$ cat src/rtl/instr_fetch_decode_ctrl_if.sv
// Instruction-memory fetch port: the controller drives the address and request,
// and the memory answers with ack and the instruction word.
interface instr_fetch_decode_ctrl_if #(
    parameter int XLEN = 32
);
    logic [XLEN-1:0] imem_addr;
    logic            imem_req;
    logic            imem_ack;
    logic [31:0]     imem_rdata;

    modport master (output imem_addr, output imem_req, input imem_ack, input imem_rdata);
    modport slave  (input imem_addr, input imem_req, output imem_ack, output imem_rdata);
endinterface

$ cat src/rtl/instr_fetch_decode_ctrl.sv
// Multi-cycle fetch/decode/control for an RV32I subset (ADDI, ADD, SUB, LW, SW).
// Optional macro BRANCH_EN adds BEQ, which is resolved in EXEC using alu_zero.
module instr_fetch_decode_ctrl #(
    parameter int              XLEN     = 32,
    parameter int              REG_AW   = 5,
    parameter int              PC_STEP  = 4,
    parameter logic [XLEN-1:0] RESET_PC = '0
) (
    input  logic                     clk,
    input  logic                     reset,
    instr_fetch_decode_ctrl_if.master imem,
    output logic [REG_AW-1:0]        ra,
    output logic [REG_AW-1:0]        rb,
    output logic [REG_AW-1:0]        rw,
    output logic [XLEN-1:0]          imm,
    output logic                     we_reg,
    output logic                     we_mem,
    output logic                     op_mem,
    output logic                     add_sub,
    input  logic                     alu_zero,
    output logic                     illegal,
    output logic [31:0]              instret
);

    typedef enum logic [2:0] {FETCH, DECODE, EXEC, MEM, WB} state_e;
    typedef enum logic [1:0] {K_ALU, K_LW, K_SW, K_BEQ} kind_e;

    state_e            state_q, state_d;
    kind_e             kind_q, kind_d;
    logic [XLEN-1:0]   pc_q, pc_d;
    logic [31:0]       ir_q, ir_d;
    logic [31:0]       instret_q, instret_d;
    logic              illegal_q, illegal_d;
    logic [REG_AW-1:0] ra_q, ra_d, rb_q, rb_d, rw_q, rw_d;
    logic [XLEN-1:0]   imm_q, imm_d;
    logic              we_reg_q, we_reg_d, we_mem_q, we_mem_d;
    logic              op_mem_q, op_mem_d, add_sub_q, add_sub_d;

    logic [6:0]        opc, f7;
    logic [2:0]        f3;
    logic              is_addi, is_rr, is_lw, is_sw, is_beq;
    logic [XLEN-1:0]   imm_i, imm_s, imm_b, step;

    assign opc  = ir_q[6:0];
    assign f3   = ir_q[14:12];
    assign f7   = ir_q[31:25];
    assign step = XLEN'(PC_STEP);

    assign imm_i = XLEN'($signed(ir_q[31:20]));
    assign imm_s = XLEN'($signed({ir_q[31:25], ir_q[11:7]}));
    assign imm_b = XLEN'($signed({ir_q[31], ir_q[7], ir_q[30:25], ir_q[11:8], 1'b0}));

    assign is_addi = (opc == 7'b0010011) && (f3 == 3'b000);
    assign is_rr   = (opc == 7'b0110011) && (f3 == 3'b000) &&
                     ((f7 == 7'b0000000) || (f7 == 7'b0100000));
    assign is_lw   = (opc == 7'b0000011) && (f3 == 3'b010);
    assign is_sw   = (opc == 7'b0100011) && (f3 == 3'b010);
`ifdef BRANCH_EN
    assign is_beq  = (opc == 7'b1100011) && (f3 == 3'b000);
`else
    logic unused_alu_zero;
    assign is_beq          = 1'b0;
    assign unused_alu_zero = alu_zero;
`endif

    always_comb begin
        state_d   = state_q;
        kind_d    = kind_q;
        pc_d      = pc_q;
        ir_d      = ir_q;
        instret_d = instret_q;
        illegal_d = illegal_q;
        ra_d      = ra_q;
        rb_d      = rb_q;
        rw_d      = rw_q;
        imm_d     = imm_q;
        op_mem_d  = op_mem_q;
        add_sub_d = add_sub_q;
        we_reg_d  = 1'b0;
        we_mem_d  = 1'b0;
        case (state_q)
            FETCH: begin
                if (imem.imem_ack) begin
                    ir_d    = imem.imem_rdata;
                    state_d = DECODE;
                end
            end
            DECODE: begin
                ra_d      = REG_AW'(ir_q[19:15]);
                rb_d      = REG_AW'(ir_q[24:20]);
                rw_d      = REG_AW'(ir_q[11:7]);
                imm_d     = is_sw ? imm_s : (is_beq ? imm_b : imm_i);
                add_sub_d = (is_rr && f7[5]) || is_beq;
                op_mem_d  = is_lw;
                // Strobes are registered here so they are high during the EXEC cycle.
                if (is_addi || is_rr || is_lw || is_sw || is_beq) begin
                    kind_d   = is_lw ? K_LW : (is_sw ? K_SW : (is_beq ? K_BEQ : K_ALU));
                    we_reg_d = is_addi || is_rr;
                    we_mem_d = is_sw;
                    state_d  = EXEC;
                end else begin
                    illegal_d = 1'b1;
                    pc_d      = pc_q + step;
                    state_d   = FETCH;
                end
            end
            EXEC: begin
                if (kind_q == K_LW) begin
                    state_d = MEM;
                end else begin
                    pc_d = pc_q + step;
`ifdef BRANCH_EN
                    if (kind_q == K_BEQ && alu_zero) pc_d = pc_q + imm_q;
`endif
                    instret_d = instret_q + 32'd1;
                    state_d   = FETCH;
                end
            end
            MEM: begin
                we_reg_d = 1'b1;
                state_d  = WB;
            end
            WB: begin
                pc_d      = pc_q + step;
                instret_d = instret_q + 32'd1;
                state_d   = FETCH;
            end
            default: state_d = FETCH;
        endcase
    end

    always_ff @(posedge clk or negedge reset) begin
        if (!reset) begin
            state_q   <= FETCH;
            kind_q    <= K_ALU;
            pc_q      <= RESET_PC;
            ir_q      <= '0;
            instret_q <= '0;
            illegal_q <= 1'b0;
            ra_q      <= '0;
            rb_q      <= '0;
            rw_q      <= '0;
            imm_q     <= '0;
            we_reg_q  <= 1'b0;
            we_mem_q  <= 1'b0;
            op_mem_q  <= 1'b0;
            add_sub_q <= 1'b0;
        end else begin
            state_q   <= state_d;
            kind_q    <= kind_d;
            pc_q      <= pc_d;
            ir_q      <= ir_d;
            instret_q <= instret_d;
            illegal_q <= illegal_d;
            ra_q      <= ra_d;
            rb_q      <= rb_d;
            rw_q      <= rw_d;
            imm_q     <= imm_d;
            we_reg_q  <= we_reg_d;
            we_mem_q  <= we_mem_d;
            op_mem_q  <= op_mem_d;
            add_sub_q <= add_sub_d;
        end
    end

    // Gating with reset keeps the request low while held in reset, yet lets a
    // zero-wait fetch complete in the very first cycle after release.
    assign imem.imem_req  = (state_q == FETCH) && reset;
    assign imem.imem_addr = pc_q;

    assign ra      = ra_q;
    assign rb      = rb_q;
    assign rw      = rw_q;
    assign imm     = imm_q;
    assign we_reg  = we_reg_q;
    assign we_mem  = we_mem_q;
    assign op_mem  = op_mem_q;
    assign add_sub = add_sub_q;
    assign illegal = illegal_q;
    assign instret = instret_q;

endmodule

$ cat src/flat_wrapper.sv
// flat-port wrapper written by rule: the top's interface ports become plain ports
module instr_fetch_decode_ctrl_flat 
#(
    parameter int              XLEN     = 32,
    parameter int              REG_AW   = 5,
    parameter int              PC_STEP  = 4,
    parameter logic [XLEN-1:0] RESET_PC = '0
)
  (clk, reset, ra, rb, rw, imm, we_reg, we_mem, op_mem, add_sub, alu_zero, illegal, instret, imem_imem_addr, imem_imem_req, imem_imem_ack, imem_imem_rdata);
  instr_fetch_decode_ctrl_if #(.XLEN(XLEN)) imem_i ();
  input  logic clk;
  input  logic reset;
  output logic [REG_AW-1:0] ra;
  output logic [REG_AW-1:0] rb;
  output logic [REG_AW-1:0] rw;
  output logic [XLEN-1:0] imm;
  output logic we_reg;
  output logic we_mem;
  output logic op_mem;
  output logic add_sub;
  input  logic alu_zero;
  output logic illegal;
  output logic [31:0] instret;
  output wire logic [$bits(imem_i.imem_addr)-1:0] imem_imem_addr;
  output wire logic [$bits(imem_i.imem_req)-1:0] imem_imem_req;
  input wire logic [$bits(imem_i.imem_ack)-1:0] imem_imem_ack;
  input wire logic [$bits(imem_i.imem_rdata)-1:0] imem_imem_rdata;
  assign imem_imem_addr = imem_i.imem_addr;
  assign imem_imem_req = imem_i.imem_req;
  assign imem_i.imem_ack = imem_imem_ack;
  assign imem_i.imem_rdata = imem_imem_rdata;
  instr_fetch_decode_ctrl #(.XLEN(XLEN), .REG_AW(REG_AW), .PC_STEP(PC_STEP), .RESET_PC(RESET_PC)) u_core (.clk(clk), .reset(reset), .imem(imem_i), .ra(ra), .rb(rb), .rw(rw), .imm(imm), .we_reg(we_reg), .we_mem(we_mem), .op_mem(op_mem), .add_sub(add_sub), .alu_zero(alu_zero), .illegal(illegal), .instret(instret));
endmodule
$ cat config.mk
export PLATFORM = sky130hd
export DESIGN_NAME = instr_fetch_decode_ctrl_flat
export DESIGN_NICKNAME = d
export VERILOG_FILES = /design/src/rtl/instr_fetch_decode_ctrl_if.sv /design/src/rtl/instr_fetch_decode_ctrl.sv /design/src/flat_wrapper.sv
export SDC_FILE = /design/constraint.sdc
export NUM_CORES = 1
export LEC_CHECK = 0
export ABC_AREA = 1
export ABC_CLOCK_PERIOD_IN_PS = 1700
export CORE_MARGIN = 2
export CORE_UTILIZATION = 39
export CTS_BUF_LIST = sky130_fd_sc_hd__clkbuf_2
export DETAILED_ROUTE_END_ITERATION = 7
export PLACE_DENSITY = 0.68
export SYNTH_ARGS = -nofsm -noshare
export SYNTH_HDL_FRONTEND = slang
export SYNTH_SLANG_ARGS = --single-unit
$ cat constraint.sdc
create_clock -name clk -period 1.7 [get_ports clk]
set_clock_uncertainty 0.1 [all_clocks]
set_input_delay 0.51 -clock clk [delete_from_list [all_inputs] [get_ports clk]]
set_output_delay 0.51 -clock clk [all_outputs]
set_load 0.01 [all_outputs]
# After elaboration in Yosys (flattened, before gate mapping)
# Index checks and enable logic that the tools add are counted.
# totals
reg_bits,133
output_inout_bits,117
input_bits,36
# op_classes
reduce_logical,21
muxes,16
bitwise,1
eq_ne,14
n_addsub,2
# op_table
operator,n
32-bit 2-to-1 mux,3
32-bit one-hot mux with 3 select lines,1
32-bit one-hot mux with 2 select lines,1
"32-bit by 1-bit adder with 32-bit output, second input constant",1
"32-bit by 3-bit adder with 32-bit output, second input constant",1
"7-bit by 6-bit == test with 1-bit output, second input constant",3
3-bit one-hot mux with 4 select lines,1
"3-bit by 2-bit == test with 1-bit output, second input constant",3
2-bit 2-to-1 mux,4
2-bit AND reduction,4
"7-bit by 2-bit == test with 1-bit output, second input constant",1
"7-bit by 5-bit == test with 1-bit output, second input constant",1
1-bit logical AND,7
7-bit logical NOT,1
3-bit logical NOT,2
"2-bit inequality test, second input constant",3
5-bit 2-to-1 mux,1
1-bit logical OR,4
"3-bit by 1-bit == test with 1-bit output, second input constant",1
"3-bit == test, second input constant",1
1-bit 2-to-1 mux,3
3-bit 2-to-1 mux,1
3-bit AND reduction,1
3-bit nonzero test,1
4 further kinds,4

# Logic depth before layout (Yosys ltp)
# logic_depth
word_depth,8
ltp_mapped,11
depth_no_buf,11

# Worst setup path after synthesis
# OpenSTA, ideal clock, no wires.
# synth_timing
path_kind,flip-flop to flip-flop
from,"register u_core.instret_q[0], in the netlist u_core.instret[0]"
to,"register u_core.instret_q[24], in the netlist u_core.instret[24]"
synth_period_minus_slack_ps,1649
t_arrival_ps,1428
path_stages_with_launch,10
path_slack_ps,51
required_ps,1478
path_cell_list,dfrtp_1 ha_1 inv_1 nor2_2 inv_2 nor2_1 nand3b_1 nor2_2 nand2_1 xor2_1
# synth_via
elab_chain_len,3
# synth_lines
element,line_no,text
from (decl),instr_fetch_decode_ctrl.sv:32,"logic [31:0] instret_q, instret_d;"
from (signal assigned),instr_fetch_decode_ctrl.sv:153,instret_q <= instret_d;
32-bit by 1-bit adder with 32-bit output *,"instr_fetch_decode_ctrl.sv:115, instr_fetch_decode_ctrl.sv:125",
32-bit 2-to-1 mux,instr_fetch_decode_ctrl.sv:108,if (kind_q == K_LW) begin
32-bit one-hot mux with 2 select lines *,instr_fetch_decode_ctrl.sv:81,case (state_q)
# Mark *: on every way between the ends. The rest lies on a longest branch, timed or not. The select of a mux whose other input is x is not followed.
# A chain may end at the register's enable or synchronous reset.

# Final worst setup path
# layout_timing
from,register u_core.state_q[1]
to,output port imem_imem_req
# layout_via
elab_chain_len,2
# layout_lines
element,line_no,text
from (decl),instr_fetch_decode_ctrl.sv:28,"state_e state_q, state_d;"
from (signal assigned),instr_fetch_decode_ctrl.sv:149,state_q <= state_d;
3-bit logical NOT,instr_fetch_decode_ctrl.sv:168,assign imem.imem_req = (state_q == FETCH) && reset;
1-bit logical AND,instr_fetch_decode_ctrl.sv:168,
to (decl),flat_wrapper.sv:25,output wire logic [$bits(imem_i.imem_req)-1:0] imem_imem_req;
# Every way passes these cells.

==> impl_metrics.yaml <==
status:
  status: "finished with violations"
  violations: "setup timing"
global_route:
  grt_max_degree: 83
  grt_remaining_overflow: 0
  use_met3_pct: 4.454
  busiest_layer: "met2"
  antenna_found_initial: 1
  grt_pass1_vias: 6683
  grtUsageMet2_pct: 35.33
  use_met1_pct: 28.16
  grt_pass1_wl_um: 33350
  grt_use_total_pct: 21.24
worst_hold_path:
  holdPathStages: 3
  hp-class: "primary input to flip-flop"
  holdPathEnd: "u_core.ir_q[9]$_DFFE_PN0P_"
  min_from: "imem_imem_rdata[9]"
cts:
  cts_root_buffer: "clkbuf_2"
  htreeDepth: 4
  clkTransAtPathRegs_ns: 0.23
  cts_sinks: 131
  clk_path_buf_depth: 2
  clk_latency_ns: 0.77
  cts_tree: "yes"
  cts-buffers-inserted: 17
drt:
  ant_nets: 0
  dr.first_iter.drc_count: 391
  drc_errors: 0
  dr.pass1.iters: 8
  avgRoutedWirePerCell_um: 15.36
  viasPerCell: 4.905
  drt-total-wl_um: 22520
  via_count: 7190
die:
  rows: 49
  die_h_um: 138.8
  ios: 153
  coreArea_um2: 17900
  initial_core_util_pct: 39.56
  die_x_um: 138.8
  dieArea_um2: 19250
timing:
  hold_viol: 0
  finalCriticalPeriod_ns: 2.363
  slew_violations: 0
  rsz0062_at_grt: "yes"
  setup_violations: 149
  maxSlewHeadroom_pct: 30.08
  period_share_pct: 139.0
  fin_ws_ns: -0.6632
  fmax_mhz: 423.2
  fin_setup_tns_ns: -37.36
  tightest_slew_ns: 1.049
finish:
  areaGrowthSynthToFinish_pct: 59.43
  fillers: 1471
  multi_input_area_um2: 3930
  seq_area_um2: 3292
  fin_util_pct: 63.07
  nNetsFinal: 1261
  drive_gt1_share_pct: 45.39
  stdcell_area_um2: 11290
power_and_ir_drop:
  peakVddDrop_uv: 794.6
  powerDensity_nw_per_um2: 1118
  p_leak_nw: 5.697
worst_setup_path:
  crit_arrival_ns: 1.75
  end_kind: "output pin"
  path_common_cell: "nor2_2"
  ff2ff_path_depth: 11
  critPathLaunchType: "flip-flop"
  path_cells: "nor2_2, inv_1, nor2_2, inv_2, nor2_2, buf_2"
  crit_slowest_cell: "dfrtp_1"
  crit_required_ns: 1.09
  r2r_slack_ns: -0.16
  r2r-end: "u_core.imem.imem_addr[14]$_DFFE_PN0P_"
  worst_setup_path_startpoint: "u_core.state_q[1]$_DFFE_PN0P_"
  worstPathMaxFanout: 2
  critPathKind: "flip-flop to output pin"
  slowest_delay_ns: 0.44
  reg2reg_from: "u_core.ir_q[25]$_DFFE_PN0P_"
placed_design:
  placed_cell_area_um2: 9102
  place.gp.congestion: 0.9253
  portBuffers: 149
  dp_hpwl_um: 13400
  pre_cts_slack_ns: -0.2550
logic_synthesis:
  ys_seq_area_share_pct: 46.29
  synth.distinct_cells: 36
  syn_area_um2: 7082
  syn_area_per_cell_um2: 7.895
  synthCells: 897
  synth_edf_count: 0
  synth_seq_cells: 131
  async_flop_share_pct: 100.0
  synth_ff_type: "dfrtp_1"
  yosysWarnings: 0
flow_run:
  max_cap_viol_count: 0
==> worst max-delay path: cells and delay by family (launching register included) <==
family,cells,cell delay [ns]
AND/OR/NAND/NOR,3,0.32
flip-flops,1,0.44
buffers and inverters,3,0.26
==> report_power, final <==
group | internal [mW] | switching, mW
Combinational | 3.37 | 2.76
Clock | 0.609 | 1.43
Sequential | 3.91 | 0.539
==> cells by family (layout without fill, tap and decap cells) <==
kind of cell	Yosys count	in the layout	share of synthesized area (%)
muxes	22	22	3.498
DFF	131	131	46.29
other	1	3	0.05295
and+or+nand+nor	552	552	35.00
xor gates and xnor gates	30	30	3.710
adders and majority gates	2	2	0.3533
buffers and inverters	121	459	8.339
AOI/OAI and AO/OA	38	38	2.756
==> layer usage <==
metal	share of wire, %	vias up
met5	0	-
met4	2.5	0
met3	4.6	55
met2	51	218
met1	42	3430
li1	-	3487
==> Yosys cell counts, drive strengths merged (2+ instances only) <==
library cell  count  area share [%]
mux2             22             3.5
o21ai            25             1.8
o21bai            2            0.21
buf              43             4.2
a21oi            11            0.78
nor2            111             7.1
nand3b           13             1.4
nor3             19             1.6
dfrtp           131              46
inv              72             3.8
and2              2            0.21
clkinv            2            0.11
xnor2            11             1.4
nand4            35             3.1
nand3            43             3.7
ha                2            0.35
nand2           329              18
clkbuf            4            0.27
xor2             19             2.3
==> stage by stage <==
stage                     cells  hold slack [ns]  power, mW
after floorplan             898           0.1144      6.707
after global placement     1294           0.3454      8.594
after detailed placement   1294           0.3626      8.691
after CTS                  1420           0.1519      11.68
after global routing       1466           0.1608      13.37
final                      1466           0.1991      12.63
==> how the worst max path moves through the flow <==
| stage | endpoint | depth (start not counted) | slack (ns) |
|---|---|---|---|
| 3_3_place_gp | imem_imem_req | 6 | -0.27 |
| 6_report | imem_imem_req | 6 | -0.66 |
| 3_5_place_dp | imem_imem_req | 6 | -0.25 |
| 2_1_floorplan | u_core.instret[24]$_DFFE_PN0P_ | 9 | 0.05 |
| 4_1_cts | imem_imem_req | 6 | -0.73 |
| 5_1_grt | imem_imem_req | 6 | -0.84 |
==> cell type report <==
| cell class | count | share of cell area, % |
|---|---|---|
| clock inverter | 15 | 1.463 |
| tap | 229 | 2.538 |
| multi-input combinational | 646 | 34.81 |
| timing repair inverter | 1 | 0.07757 |
| sequential | 131 | 29.16 |
| timing repair buffer | 352 | 28.57 |
| clock buffer | 17 | 0.7535 |
| antenna | 1 | 0.02216 |
| inverter | 74 | 2.615 |
==> cells in the final DEF (no fill, tap or decap), types with 10 or more instances in the layout <==
master	n
nand2_1	261
dfrtp_1	120
clkbuf_2	17
buf_12	10
nand3_1	25
inv_1	52
nand3b_1	12
clkdlybuf4s50_1	33
o21ai_1	11
inv_2	18
nand2_2	52
nor2_2	26
xnor2_1	10
mux2_1	10
dfrtp_2	11
nand4_1	35
buf_6	96
nor2_1	53
buf_2	66
a21oi_1	11
buf_4	135
nand2_4	14
nor2_4	31
xor2_1	19
mux2_2	11
==> timing repair <==
| item | in CTS | in global routing |
|---|---|---|
| pin swaps | 14 | 67 |
| gates cloned | 5 | 8 |
| resized for setup | 584 | 214 |
| hold buffers | 1 | 0 |
| endpoints found under the setup margin | 153 | 210 |
| setup buffers | 98 | 44 |
| endpoints found under the hold margin | 112 | 0 |
No activity file was read; power rests on OpenSTA's default activity.
